$ cat src/rtl/aes_round_key_store.sv
// ---------------------------------------------------------------------------
// aes_round_key_store
//
// Round-key buffer sitting right after the AES-128 key expansion stage.
// While the core is in its key-expansion phase, every presented round key is
// captured into the slot named by core_count_in. Once loaded, the schedule is
// served to the cipher datapath through a registered read port in forward
// (encrypt) or reverse (decrypt) round order.
//
// Optional build macro:
//   KEY_STORE_ZEROIZE_EN - when defined, a clear cycle also wipes every stored
//                          key word. When undefined, a clear only drops the
//                          valid bits and the fill counter. The stale data
//                          stays in place but cannot be read, because reads
//                          of invalid slots return zero with rd_err.
//
// Parameters:
//   DATA_WIDTH     width of one key word
//   NUM_ROUNDS     last round index; NUM_ROUNDS+1 slots are held (max 14)
//
// Ports:
//   clk            rising-edge clock
//   rst            asynchronous active-high reset
//   FSM_core_in    core phase: 3'b001 receive key (clear), 3'b010 expansion
//   core_count_in  round index of the key currently presented
//   key_in_0..3    round-key words from the expansion stage (word 0 = MSW)
//   rd_en          read request
//   rd_addr        requested round index
//   rd_rev         1 = reverse addressing (slot = NUM_ROUNDS - rd_addr)
//   rd_valid       one-cycle pulse, read data valid
//   rd_key_0..3    read data (held while rd_en is low)
//   rd_err         one-cycle pulse, read of an invalid or out-of-range slot
//   keys_ready     every slot holds a valid round key
// ---------------------------------------------------------------------------
module aes_round_key_store #(
  parameter int DATA_WIDTH = 32,
  parameter int NUM_ROUNDS = 10
) (
  input  logic                  clk,
  input  logic                  rst,
  input  logic [2:0]            FSM_core_in,
  input  logic [3:0]            core_count_in,
  input  logic [DATA_WIDTH-1:0] key_in_0,
  input  logic [DATA_WIDTH-1:0] key_in_1,
  input  logic [DATA_WIDTH-1:0] key_in_2,
  input  logic [DATA_WIDTH-1:0] key_in_3,
  input  logic                  rd_en,
  input  logic [3:0]            rd_addr,
  input  logic                  rd_rev,
  output logic                  rd_valid,
  output logic [DATA_WIDTH-1:0] rd_key_0,
  output logic [DATA_WIDTH-1:0] rd_key_1,
  output logic [DATA_WIDTH-1:0] rd_key_2,
  output logic [DATA_WIDTH-1:0] rd_key_3,
  output logic                  rd_err,
  output logic                  keys_ready
);

  localparam int         NUM_SLOTS = NUM_ROUNDS + 1;
  localparam logic [3:0] LAST_IDX  = 4'(NUM_ROUNDS);
  localparam logic [3:0] FULL_CNT  = 4'(NUM_SLOTS);

  typedef enum logic [1:0] {
    ST_EMPTY,
    ST_FILLING,
    ST_READY
  } state_e;

  logic [DATA_WIDTH-1:0] keyMem_q [NUM_SLOTS][4];
  logic [DATA_WIDTH-1:0] keyIn    [4];
  logic [NUM_SLOTS-1:0]  valid_q, valid_d;
  logic [3:0]            fillCnt_q, fillCnt_d;
  state_e                state_q, state_d;
  logic                  keysReady_q, keysReady_d;

  logic                  rdValid_q;
  logic                  rdErr_q;
  logic [DATA_WIDTH-1:0] rdKey_q [4];

  logic                  clearReq;
  logic                  wrReq;
  logic                  wrNewSlot;
  logic [3:0]            rdSlot;
  logic                  rdInRange;
  logic                  rdHit;

  assign keyIn[0] = key_in_0;
  assign keyIn[1] = key_in_1;
  assign keyIn[2] = key_in_2;
  assign keyIn[3] = key_in_3;

  // Decode the core phase. Clear and write come from different phase codes,
  // so they can never both be active in the same cycle.
  assign clearReq  = (FSM_core_in == 3'b001);
  assign wrReq     = (FSM_core_in == 3'b010) && (core_count_in <= LAST_IDX);
  assign wrNewSlot = wrReq && !valid_q[core_count_in];

  // Read addressing. The range check uses the raw request, so a reversed
  // request beyond the last round wraps to a bogus slot that is never used.
  assign rdSlot    = rd_rev ? (LAST_IDX - rd_addr) : rd_addr;
  assign rdInRange = (rd_addr <= LAST_IDX);
  assign rdHit     = rdInRange && valid_q[rdSlot];

  // Valid vector and fill counter. A rewrite of an already-valid slot leaves
  // the counter alone, so the counter always equals the number of valid slots.
  always_comb begin
    valid_d   = valid_q;
    fillCnt_d = fillCnt_q;
    if (clearReq) begin
      valid_d   = '0;
      fillCnt_d = '0;
    end else if (wrReq) begin
      valid_d[core_count_in] = 1'b1;
      if (wrNewSlot) begin
        fillCnt_d = fillCnt_q + 4'd1;
      end
    end
  end

  // FSM state register together with the bookkeeping registers it tracks.
  always_ff @(posedge clk or posedge rst) begin
    if (rst) begin
      state_q   <= ST_EMPTY;
      valid_q   <= '0;
      fillCnt_q <= '0;
    end else begin
      state_q   <= state_d;
      valid_q   <= valid_d;
      fillCnt_q <= fillCnt_d;
    end
  end

  // Next-state logic. The full check looks at the next counter value so the
  // state turns READY on the same edge that stores the final round key.
  always_comb begin
    state_d = state_q;
    if (clearReq) begin
      state_d = ST_EMPTY;
    end else begin
      case (state_q)
        ST_EMPTY: begin
          if (wrReq) begin
            state_d = (fillCnt_d == FULL_CNT) ? ST_READY : ST_FILLING;
          end
        end
        ST_FILLING: begin
          if (fillCnt_d == FULL_CNT) begin
            state_d = ST_READY;
          end
        end
        ST_READY: state_d = ST_READY;
        default:  state_d = ST_EMPTY;
      endcase
    end
  end

  // Output decode. It is computed from the next state and then registered,
  // so keys_ready is a clean flop output that changes together with state_q.
  always_comb begin
    keysReady_d = (state_d == ST_READY);
  end

  always_ff @(posedge clk or posedge rst) begin
    if (rst) begin
      keysReady_q <= 1'b0;
    end else begin
      keysReady_q <= keysReady_d;
    end
  end

  // Key storage. With zeroize enabled, a clear wipes every word. Without it,
  // the stale words stay but are hidden behind the cleared valid bits.
  always_ff @(posedge clk or posedge rst) begin
    if (rst) begin
      for (int s = 0; s < NUM_SLOTS; s++) begin
        for (int w = 0; w < 4; w++) begin
          keyMem_q[s][w] <= '0;
        end
      end
    end else begin
`ifdef KEY_STORE_ZEROIZE_EN
      if (clearReq) begin
        for (int s = 0; s < NUM_SLOTS; s++) begin
          for (int w = 0; w < 4; w++) begin
            keyMem_q[s][w] <= '0;
          end
        end
      end else if (wrReq) begin
        for (int w = 0; w < 4; w++) begin
          keyMem_q[core_count_in][w] <= keyIn[w];
        end
      end
`else
      if (wrReq) begin
        for (int w = 0; w < 4; w++) begin
          keyMem_q[core_count_in][w] <= keyIn[w];
        end
      end
`endif
    end
  end

  // Registered read port. It samples the current (pre-write, pre-clear)
  // contents, which gives read-before-write behaviour on a same-slot
  // collision. The data holds while no read is requested.
  always_ff @(posedge clk or posedge rst) begin
    if (rst) begin
      rdValid_q <= 1'b0;
      rdErr_q   <= 1'b0;
      for (int w = 0; w < 4; w++) begin
        rdKey_q[w] <= '0;
      end
    end else begin
      rdValid_q <= rd_en && rdHit;
      rdErr_q   <= rd_en && !rdHit;
      if (rd_en) begin
        for (int w = 0; w < 4; w++) begin
          rdKey_q[w] <= rdHit ? keyMem_q[rdSlot][w] : '0;
        end
      end
    end
  end

  assign rd_valid   = rdValid_q;
  assign rd_err     = rdErr_q;
  assign rd_key_0   = rdKey_q[0];
  assign rd_key_1   = rdKey_q[1];
  assign rd_key_2   = rdKey_q[2];
  assign rd_key_3   = rdKey_q[3];
  assign keys_ready = keysReady_q;

endmodule

$ cat config.mk
export PLATFORM = sky130hd
export DESIGN_NAME = aes_round_key_store
export DESIGN_NICKNAME = d
export VERILOG_FILES = /design/src/rtl/aes_round_key_store.sv
export SDC_FILE = /design/constraint.sdc
export NUM_CORES = 2
export LEC_CHECK = 0
export BUFFER_PORTS_ARGS = -buffer_cell sky130_fd_sc_hd__buf_2
export CAP_MARGIN = 20
export CORE_MARGIN = 1
export CORE_UTILIZATION = 45
export CTS_BUF_LIST = sky130_fd_sc_hd__clkbuf_4 sky130_fd_sc_hd__clkbuf_8 sky130_fd_sc_hd__clkbuf_16
export DETAILED_ROUTE_END_ITERATION = 8
export GPL_ROUTABILITY_DRIVEN = 0
export PLACE_DENSITY = 0.65
export SETUP_SLACK_MARGIN = 0.15
export SYNTH_ARGS = -nofsm -noshare
export SYNTH_HDL_FRONTEND = slang
export SYNTH_SLANG_ARGS = --single-unit
$ cat constraint.sdc
create_clock -name clk -period 63.8 [get_ports clk]
set_clock_uncertainty 0.1 [all_clocks]
set_input_delay 12.76 -clock clk [delete_from_list [all_inputs] [get_ports clk]]
set_output_delay 12.76 -clock clk [all_outputs]
set_load 0.01 [all_outputs]
# --- Yosys cells after proc, flatten, opt, wreduce, memory -nomap -nowiden ---
# Index checks and enable logic that the tools add are counted.
classes:
  n_addsub: 2
  multipliers: 0
  n_reduce_logical: 11
  div: 0
  order_cmp: 8
  eq_ne: 6
  n_mux: 36
  shifts: 0
  bitwise_logic: 3
op_table:
  columns: ["operator", "count"]
  rows:
  - ["$bwmux 1408", 4]
  - ["$demux 128 s4", 4]
  - ["$bmux 128 s4", 1]
  - ["$mux 128", 3]
  - ["$mux 32", 5]
  - ["$mux 96", 1]
  - ["$mux 64", 1]
  - ["$mux 11", 2]
  - ["$mux 4", 4]
  - ["$or 11x11->11", 1]
  - ["$ge 5x5->1 const B", 2]
  - ["$lt 4x5->1 const B", 2]
  - ["$not 4->5", 2]
  - ["$bmux 1 s4", 2]
  - ["$le 4x4->1 const B", 2]
  - ["$mux 2", 4]
  - ["$logic_and 1x1->1", 7]
  - ["$pmux 2 s3", 1]
  - ["$lt 5x1->1 const B", 1]
  - ["$add 4x1->4 const B", 1]
  - ["$demux 1 s4", 1]
  - ["$eq 2x2->1 const B", 2]
  - ["$eq 4x4->1 const B", 1]
  - ["$ge 4x1->1 const B", 1]
  - ["8 further kinds", 11]
totals:
  ramBits: 0
  register_bits: 1556
  latchBits: 0
  mem_bits_ro: 0
  n_memories: 0

# --- Logic depth before layout (Yosys ltp) ---
logic_depth:
  depth_word: 13
  depth_mapped: 13

# --- Least setup slack after synthesis ---
# OpenSTA, ideal clock, no wires.
synth_path:
  kind: "input to register"
  from: "in rd_addr[0]"
  to: "reg rdKey_q, in the netlist rd_key_0[0]"
  path_slack_ns: 48.523
  required_time_ns: 63.614
  arrival_time_ns: 15.092
  cell_stages: 13
  n_path_buf: 6
  setup_time_ns: 0.086
  path_cell_list: "inv_2 > buf_2 > buf_2 > ha_1 > mux2i_1 > buf_2 > buf_2 > buf_2 > buf_2 > nand3_1 > o21ai_0 > nand3_1 > a32oi_1"
synth_via:
  elab_chain_cells: 7
  elab_cells_between_ends: 11
  cone_classes: "add/sub (1); order compare (1); mux (7); bitwise (1); reduce/logical (1)"
synth_rtl:
  columns: ["item", "line", "source"]
  rows:
  - ["start: declaration", "48", "input logic [3:0] rd_addr,"]
  - ["$sub 4x4->4", "100", "assign rdSlot = rd_rev ? (LAST_IDX - rd_addr) : rd_addr;"]
  - ["$mux 4", "100", null]
  - ["$not 4->5 (not written as such)", "218", "rdKey_q[w] <= rdHit ? keyMem_q[rdSlot][w] : '0;"]
  - ["$bmux 128 s4", "218", null]
  - ["$mux 128 (2 in series)", null, null]
  - ["$mux 32 *", "218", null]
  - ["end signal: indexed assignment", "218", null]
  - ["end: declaration", "78", "logic [DATA_WIDTH-1:0] rdKey_q [4];"]
# Every way passes the cells marked *; elsewhere a longest branch is shown, timed or not. The select of a mux whose other input is x is not followed.
# A chain may end at the register's enable or synchronous reset.

# --- Worst setup path in the final report ---
layout_path:
  from: "in rd_addr[0]"
  to: "reg rdKey_q, in the netlist rd_key_2[24]"
layout_via:
  elab_chain_cells: 7
  elab_cells_between_ends: 11
  cone_classes: "add/sub (1); order compare (1); mux (7); bitwise (1); reduce/logical (1)"
layout_rtl:
  columns: ["item", "line"]
  rows:
  - ["$sub 4x4->4", "100"]
  - ["$mux 4", "100"]
  - ["$not 4->5 (not written as such)", "218"]
  - ["$bmux 128 s4", "218"]
  - ["$mux 128 (not written as such)", "218"]
  - ["$mux 128", null]
  - ["$mux 32 *", "218"]
# Marked as above.

==> run_results.csv <==
group,metric,value,unit
outcome,outcome,"finished, violations left",
outcome,violations,"design-rule violations",
route,drt-vias-per-instance,5.891,
yosys,async_reset_ff_frac,1.000,
layout,final_common_cell,"dfrtp_1",
sta,rsz0062_at_grt,"false",
clocking,cts_tree,"done",
route,vias,42260,
layout,layout_common_cells,"dfrtp_1, mux2_2, nand2_1",
layout,drive_above_1_share,0.4488,
clocking,post_cts_buffers,0,
global_routing,grt_antenna_before_repair,40,
min_path,hold_path_end,"keyMem_q[1152]",
critical_path,path_class,"primary input to flip-flop",
route,wirelength,184500,um
yosys,ys_types,42,
yosys,synth_area,70240,um2
floorplanning,die_h,397.1,um
clocking,clock-sinks,1556,
sta,fin_setup_tns,0,ns
yosys,avgSynthCellArea,14.05,um2
floorplanning,row_count,144,
clocking,cts_hold_buf,0,
critical_path,rr_worst_depth,6,
route,drtIter0Drc,2777,
floorplanning,coreArea,154600,um2
pwr,power.leakage,0.03646,uW
critical_path,r2r_start,"valid_q[3]",
global_routing,globalRoute.busiestLayer,"met2",
yosys,synthFlopType,"dfrtp_1",
layout,final_nets,5148,
min_path,hold-path-cell-count,1,
sta,hold_viol_final,0,
pwr,power_density,31.33,nW/um2
clocking,cts.reportedPaths.clkPinSlew,0.06,ns
yosys,synth_edf_count,0,
route,detail_route.wl_per_cell,25.72,um
global_routing,grt_util_met2,0.3762,
min_path,hold_start,"keyMem_q[1152]",
yosys,yosys.area.top_type,"dfrtp_1",
global_routing,grt_pass1_wl,285400,um
clocking,cts_root_buf,"clkbuf_16",
yosys,yosysSeqAreaShare,0.5544,
flow_run,maxCapViolCount,0,
critical_path,critPathLaunch,"rd_addr[0]",
floorplanning,dieArea,157700,um2
route,ant_nets,0,
min_path,hold_class,"flip-flop to flip-flop",
placed_design,hpwl,96990,um
critical_path,rr_endpoint,"rd_key_2[24]",
yosys,netlist.area_leader.share,0.5544,
yosys,netlist_top_cells_area,"dfrtp_1, mux2_2, mux4_2",
critical_path,start_kind,"primary input",
yosys,synth_nets,5144,
floorplanning,fp.dieW,397.1,um
yosys,syn_inst,4998,
pwr,peakVddDrop,0.02764,mV
clocking,cts.repair.resized,0,
layout,syn2layout_area_growth,11.78,%
global_routing,met1_usage,0.3383,
route,drt_first_pass_iters,9,
sta,tightestPinTransition,1.171,ns
global_routing,grt_pass1_vias,44528,
route,drc,38,
sta,finalCritPeriodShare,0.2635,
layout,final_util,0.5079,
placed_design,io_buffers,273,
critical_path,end_kind,"flip-flop",
critical_path,worstPathRequired,64.31,ns
sta,final-max-slew-violation-count,0,
floorplanning,start_util,0.4544,
floorplanning,num_io_pins,274,
critical_path,crit_arrival,17.32,ns
global_routing,met3_usage,0.04321,
yosys,ys_seq_elements,1556,
clocking,htreeDepth,4,
critical_path,cp_max_fo,74,
clocking,cts_buffer_depth,3,
sta,setup_viol,0,
clocking,clk_latency,0.79,ns
sta,fmax,59.49,MHz
sta,min_period,16.81,ns
critical_path,r2r_slack,60.45,ns
yosys,synth_warnings,0,
global_routing,grt_util_all_layers,0.2375,
sta,relSlewSlack,0.2195,
sta,hold_ws,0.3825,ns
global_routing,grt-ovfl-total,0,
global_routing,grt_max_degree,185,
clocking,numCtsBuffers,165,
==> synthesized netlist by cell type (all sizes together), types with 12 or more instances <==
master,number
dfrtp,1556
mux2,1411
nand2,395
clkbuf,327
nand3,261
mux4,259
buf,186
o21ai,133
mux2i,132
a21o,130
a32oi,129
inv,15
a21oi,12
nor2,12
==> how the worst max path moves through the flow <==
stage / slack (ns) / endpoint / cells after the start
floorplan: 7.04 / fillCnt_q[0] / 1
global placement: 46.34 / rd_key_2[10] / 10
detailed placement: 46.24 / rd_key_2[6] / 10
CTS: 47.07 / rd_key_2[24] / 10
global route: 46.85 / rd_key_3[27] / 10
finish: 46.99 / rd_key_2[24] / 10
==> sequential cells by signal, summed over array words and instances, names as in the netlist <==
register	cells
keyMem_q	1408
rd_valid	1
rd_key_3	32
rd_key_1	32
valid_q	11
keys_ready	1
state_q	2
rd_key_0	32
rd_key_2	32
fillCnt_q	4
rd_err	1
==> cells by family after synthesis <==
group / Yosys count / synth area share
multiplexers: 1802 / 0.3282
flip-flops: 1556 / 0.5544
AND/OR/NAND/NOR: 686 / 0.04206
buffers and inverters: 528 / 0.03199
AO/OA/AOI/OAI: 419 / 0.04238
XOR/XNOR: 4 / 0.0004987
adder cells (fa/ha/maj): 3 / 0.0005345
==> power by group <==
part	internal [uW]	switching (uW)
registers	1110	62.6
logic	165	142
clock network	585	394
==> layout make-up <==
class / count / area, um2
diodes: 7 / 17.52
multi-input cells: 2914 / 29190
repair buffers: 350 / 2127
clock inverters: 32 / 397.9
clock buffers: 256 / 5210
flip-flops and latches: 1556 / 38940
well taps: 2044 / 2557
inverters: 15 / 76.32
fillers: 13135 / 76070
==> layer usage <==
metal,up-vias,routed length (um)
li1,18216,-
met3,290,9642
met1,22806,83840
met2,912,87030
met4,36,3798
met5,-,230
==> critical path, stage by stage <==
cell     delay [ns]
buf_8          0.44
inv_8          0.42
ha_1           0.46
mux2i_4        0.19
buf_4          0.43
mux4_2         0.61
a32oi_4        0.18
buf_4          0.70
buf_4          0.80
a32oi_1        0.14
==> through the flow <==
| step | cells | setup slack, ns | power, uW | cell area [um2] |
|---|---|---|---|---|
| finish | 7174 | 46.99 | 2460 | 78520 |
| floorplan | 4998 | 7.040 | 1421 | 70240 |
| detailed placement | 6876 | 46.24 | 1500 | 72830 |
| global placement | 6874 | 46.34 | 1486 | 72810 |
| CTS | 7164 | 47.07 | 2484 | 78440 |
| global route | 7170 | 46.85 | 2564 | 78510 |
No activity file was read; power rests on OpenSTA's default activity.
